### config.mk
export PLATFORM = sky130hd
export DESIGN_NAME = byte_bank_serializer_8
export DESIGN_NICKNAME = d
export VERILOG_FILES = /design/src/rtl/byte_bank_serializer_8.sv
export SDC_FILE = /design/constraint.sdc
export NUM_CORES = 1
export LEC_CHECK = 0
export ABC_CLOCK_PERIOD_IN_PS = 3510
export BUFFER_PORTS_ARGS = -buffer_cell sky130_fd_sc_hd__buf_4
export CORE_UTILIZATION = 52
export DETAILED_ROUTE_END_ITERATION = 10
export PLACE_DENSITY = 0.83
export SYNTH_ARGS = -nofsm -noshare
export SYNTH_HDL_FRONTEND = slang
export SYNTH_SLANG_ARGS = --single-unit
### constraint.sdc
create_clock -name clk -period 3.51 [get_ports clk]
set_input_delay 0.351 -clock clk [delete_from_list [all_inputs] [get_ports clk]]
set_output_delay 0.351 -clock clk [all_outputs]
set_load 0.1 [all_outputs]
### src/rtl/byte_bank_serializer_8.sv
// Snapshot-and-stream serializer: captures an 8-lane byte bank in one cycle and emits
// it lane 0 first over a valid/ready handshake. Optional: SERIALIZER_BACK_TO_BACK_EN.
module byte_bank_serializer_8 #(
  parameter int DATA_WIDTH = 8,
  parameter int BANK_DEPTH = 8,
  parameter int SEL_WIDTH  = 3
) (
  input  logic                             clk,
  input  logic                             reset,
  input  logic                             load,
  input  logic [BANK_DEPTH*DATA_WIDTH-1:0] bank_in,
  output logic                             load_ready,
  output logic [DATA_WIDTH-1:0]            out_data,
  output logic [SEL_WIDTH-1:0]             out_index,
  output logic                             out_valid,
  input  logic                             out_ready,
  output logic                             out_last,
  output logic                             busy
);

  localparam logic [SEL_WIDTH-1:0] LAST_INDEX = SEL_WIDTH'(BANK_DEPTH - 1);

  typedef enum logic {
    S_IDLE   = 1'b0,
    S_STREAM = 1'b1
  } state_t;

  state_t                r_state;
  state_t                w_state_next;
  logic [SEL_WIDTH-1:0]  r_index;
  logic [SEL_WIDTH-1:0]  w_index_next;
  logic [DATA_WIDTH-1:0] r_shadow [BANK_DEPTH];
  logic [DATA_WIDTH-1:0] w_lane   [BANK_DEPTH];
  logic                  w_last;
  logic                  w_beat;
  logic                  w_load_accept;

  generate
    for (genvar gi = 0; gi < BANK_DEPTH; gi++) begin : g_lane
      assign w_lane[gi] = bank_in[DATA_WIDTH*gi +: DATA_WIDTH];
    end
  endgenerate

  assign w_last = (r_state == S_STREAM) && (r_index == LAST_INDEX);
  assign w_beat = (r_state == S_STREAM) && out_ready;

`ifdef SERIALIZER_BACK_TO_BACK_EN
  // A new bank may replace the old one only on the edge that retires its last lane.
  assign w_load_accept = load && ((r_state == S_IDLE) || (w_last && out_ready));
`else
  assign w_load_accept = load && (r_state == S_IDLE);
`endif

  always_ff @(posedge clk) begin
    if (reset) begin
      r_state <= S_IDLE;
      r_index <= '0;
    end else begin
      r_state <= w_state_next;
      r_index <= w_index_next;
    end
  end

  always_ff @(posedge clk) begin
    if (reset) begin
      for (int k = 0; k < BANK_DEPTH; k++) begin
        r_shadow[k] <= '0;
      end
    end else if (w_load_accept) begin
      for (int k = 0; k < BANK_DEPTH; k++) begin
        r_shadow[k] <= w_lane[k];
      end
    end
  end

  always_comb begin
    w_state_next = r_state;
    w_index_next = r_index;
    case (r_state)
      S_IDLE: begin
        if (w_load_accept) begin
          w_state_next = S_STREAM;
          w_index_next = '0;
        end
      end
      S_STREAM: begin
        if (w_beat) begin
          if (w_last) begin
            w_index_next = '0;
            w_state_next = w_load_accept ? S_STREAM : S_IDLE;
          end else begin
            w_index_next = r_index + SEL_WIDTH'(1);
          end
        end
      end
      default: begin
        w_state_next = S_IDLE;
        w_index_next = '0;
      end
    endcase
  end

  always_comb begin
    load_ready = 1'b0;
    out_valid  = 1'b0;
    busy       = 1'b0;
    out_last   = 1'b0;
    out_data   = '0;
    out_index  = '0;
    case (r_state)
      S_IDLE: begin
        load_ready = 1'b1;
      end
      S_STREAM: begin
        out_valid = 1'b1;
        busy      = 1'b1;
        out_last  = w_last;
        out_data  = r_shadow[r_index];
        out_index = r_index;
`ifdef SERIALIZER_BACK_TO_BACK_EN
        load_ready = w_last;
`endif
      end
      default: begin
        load_ready = 1'b0;
      end
    endcase
  end

endmodule

==> metrics.txt <==
synthesized flop and latch total=71; Pint=0.001496 W; layout cells sized above 1=0.3772; Placer Congestion=0.7750; # rows=28; Worst Reg-to-Reg Cells=3; RR Startpoint=r_state; worst vdd ir=around 0.4 mV; Final Hold Vio Count=0; grt ovf=0; Design Power=0.001927 W; Initial Utilization=0.5378; Clock Skews=8.259 ps; Core Area=between 5000 and 6000 um2; Post-CTS Setup Bufs=0; YS warnings=0; switching power=0.0004305 W; Avg WL per Cell=approximately 16 um; H-tree depth=3; via count=roughly 1900; hold crit path type=in2reg; Chip Width=between 80 and 90 um; switching part of the total=0.2235; Skew-Pair Late Insertion Delay=around 330 ps; clk buf depth=2; Slew Limit Fails=0; Max Cap Violations=0; Critical Path AT=roughly 2300 ps; Die Y=around 80 um; Seq/Total Area, Yosys=0.6475; distinct cell type count after synthesis=21; share of the synthesized area in the top cell type=0.6035; # diodes=0; TritonCTS clock tree=yes; status=finished clean; Avg Cell Area, Syn=15.76 um2; synth cell count leaders=edfxtp_1 (64), and2_1 (52), nor2b_1 (16); top-count cell post-synth=edfxtp_1; overall routing resource usage=0.1970; Hold Path End=r_shadow[4][7]; root buf cell=clkbuf_8; largest net degree at the start of global routing=65; Routed Antenna Nets=0; Final HPWL DP=between 4000 and 5000 um; vias in the first global route=1787; Crit path required time=3160 ps; final setup violation count=0; Mapped Cells=around 200; Post-synth EDFFs=64; final WL=5857 um; post-synth top area cell=edfxtp_1; slew margin rel.=0.4797; top_reg_cell synth=edfxtp_1; Critical-path top delay cell=dfxtp_1; hold path depth=2; cell area after synthesis=3184 um2; CTS clk-pin slew, worst paths=70 ps; RSZ-0062 raised after global routing=false; ys async rst share=0; R2R Setup Slk=1740 ps; P_leak=1.641 nW; initial antenna violation count=0; Num CTS Buffers=9; largest fanout on the critical path=9; post-CTS sizing=0; top cells by area, synth=edfxtp_1 (60%), and2_1 (10%), mux4_2 (7.1%); Reg power frac=0.527; crit path capture type=output pin; I/O pin total=83; CP dominant cell by count=buf_4; Fmax achieved=382.5 MHz; Sink Count=71; 1st-pass router iterations=4; Cell Pwr Density=477.3 nW/um2; first-pass GRT wire length=9004 um; Clock power frac=0.355; Slew @ Worst Pin=780.5 ps; Critical Path Source Type=flip-flop; Final Cycle Share=0.7448; minimum clock period=around 2600 ps; vias per cell=5.165; Crit path max-delay family=multiplexers; Hold WS=290.8 ps; CP Class=reg2out; post-route DRC violation count=0; Combinational Power Share=0.118; Area growth syn-to-layout=26.76%; initial drt markers=140; hold wc startpoint=bank_in[39]; sequence of cells on the critical path=buf_4 -> mux4_2 -> mux2i_1 -> nor2_1 -> buf_4; Buf/Inv on CP=2; syn nets=around 270; DIE AREA=roughly 6400 um2; CTS Hold Bufs=0; I/O Buffers=82; Critical Path Max Stage Delay=600 ps; Reg2Reg Capture Point=r_shadow[3][6]; nets=354
## state kept, by name, indices dropped and copies added (netlist names), named ones only
| name | count |
|---|---|
| r_index | 3 |
| r_shadow | 64 |
| r_state | 1 |
## cell type report
| class | count | area (um2) |
|---|---|---|
| clock inverters | 3 | 67.56 |
| inverters | 1 | 3.754 |
| well taps | 75 | 93.84 |
| multi-input cells | 116 | 1032 |
| fillers | 451 | 1884 |
| repair buffers | 85 | 638.1 |
| clock buffers | 13 | 138.9 |
| flip-flops and latches | 71 | 2062 |
## power by group through the flow
| stage | logic [W] | registers, W | clock network, W |
|---|---|---|---|
| 6_report | 0.000227 | 0.00101 | 0.000685 |
| 4_1_cts | 0.000230 | 0.00102 | 0.000686 |
| 5_1_grt | 0.000243 | 0.00102 | 0.000725 |
| 3_3_place_gp | 0.000224 | 0.00103 | 0 |
| 2_1_floorplan | 0.000139 | 0.00103 | 0 |
| 3_5_place_dp | 0.000229 | 0.00103 | 0 |
## metal layers
metal / track usage / vias to the layer above / routed length (um)
met3: 0.04659 / 5 / 335
met1: 0.2674 / 909 / 2595
met2: 0.3162 / 68 / 2865
li1: - / 898 / -
met5: 0 / - / 0
met4: 0.06071 / 0 / 61
## worst max path at each step
stage,startpoint,to,slack (ps),depth (start not counted)
6_report,flip-flop,out_data[4],900,5
5_1_grt,flip-flop,out_data[4],760,5
4_1_cts,flip-flop,out_data[7],870,5
3_5_place_dp,flip-flop,out_data[7],1240,5
3_3_place_gp,flip-flop,out_data[7],1300,5
2_1_floorplan,r_state,out_data[0],-420,3
## placed cells by master, fill, tap and decap left out, types with 2 or more instances in the layout
master / netlist / routed
a22oi_1: 2 / 2
and2_1: 52 / 52
buf_4: 2 / 85
bufinv_16: 0 / 2
clkbuf_1: 4 / 4
clkbuf_8: 0 / 9
dfxtp_1: 7 / 7
edfxtp_1: 64 / 64
ha_1: 2 / 2
mux2i_1: 10 / 10
mux4_1: 6 / 6
mux4_2: 10 / 10
nand2_1: 2 / 2
nor2_1: 12 / 11
nor2b_1: 16 / 16
## metrics by stage
| stage | utilization | std cells | setup TNS, ps | cell area (um2) | worst slack [ps] |
|---|---|---|---|---|---|
| floorplan | - | 202 | -3329 | 3184 | -416.1 |
| global placement | 0.6469 | 348 | 0 | 3830 | 1303 |
| detailed placement | 0.6469 | 348 | 0 | 3830 | 1236 |
| CTS | 0.6817 | 364 | 0 | 4036 | 870.2 |
| global route | 0.6817 | 364 | 0 | 4036 | 764.3 |
| finish | 0.6817 | 364 | 0 | 4036 | 895.6 |
## cell families after synthesis
logic type      synth area share
fa+ha+maj               0.007857
mux                       0.1517
compound gates          0.006284
flops                     0.6475
buf+inv                  0.02986
simple gates              0.1568
No activity file was read; power rests on OpenSTA's default activity.
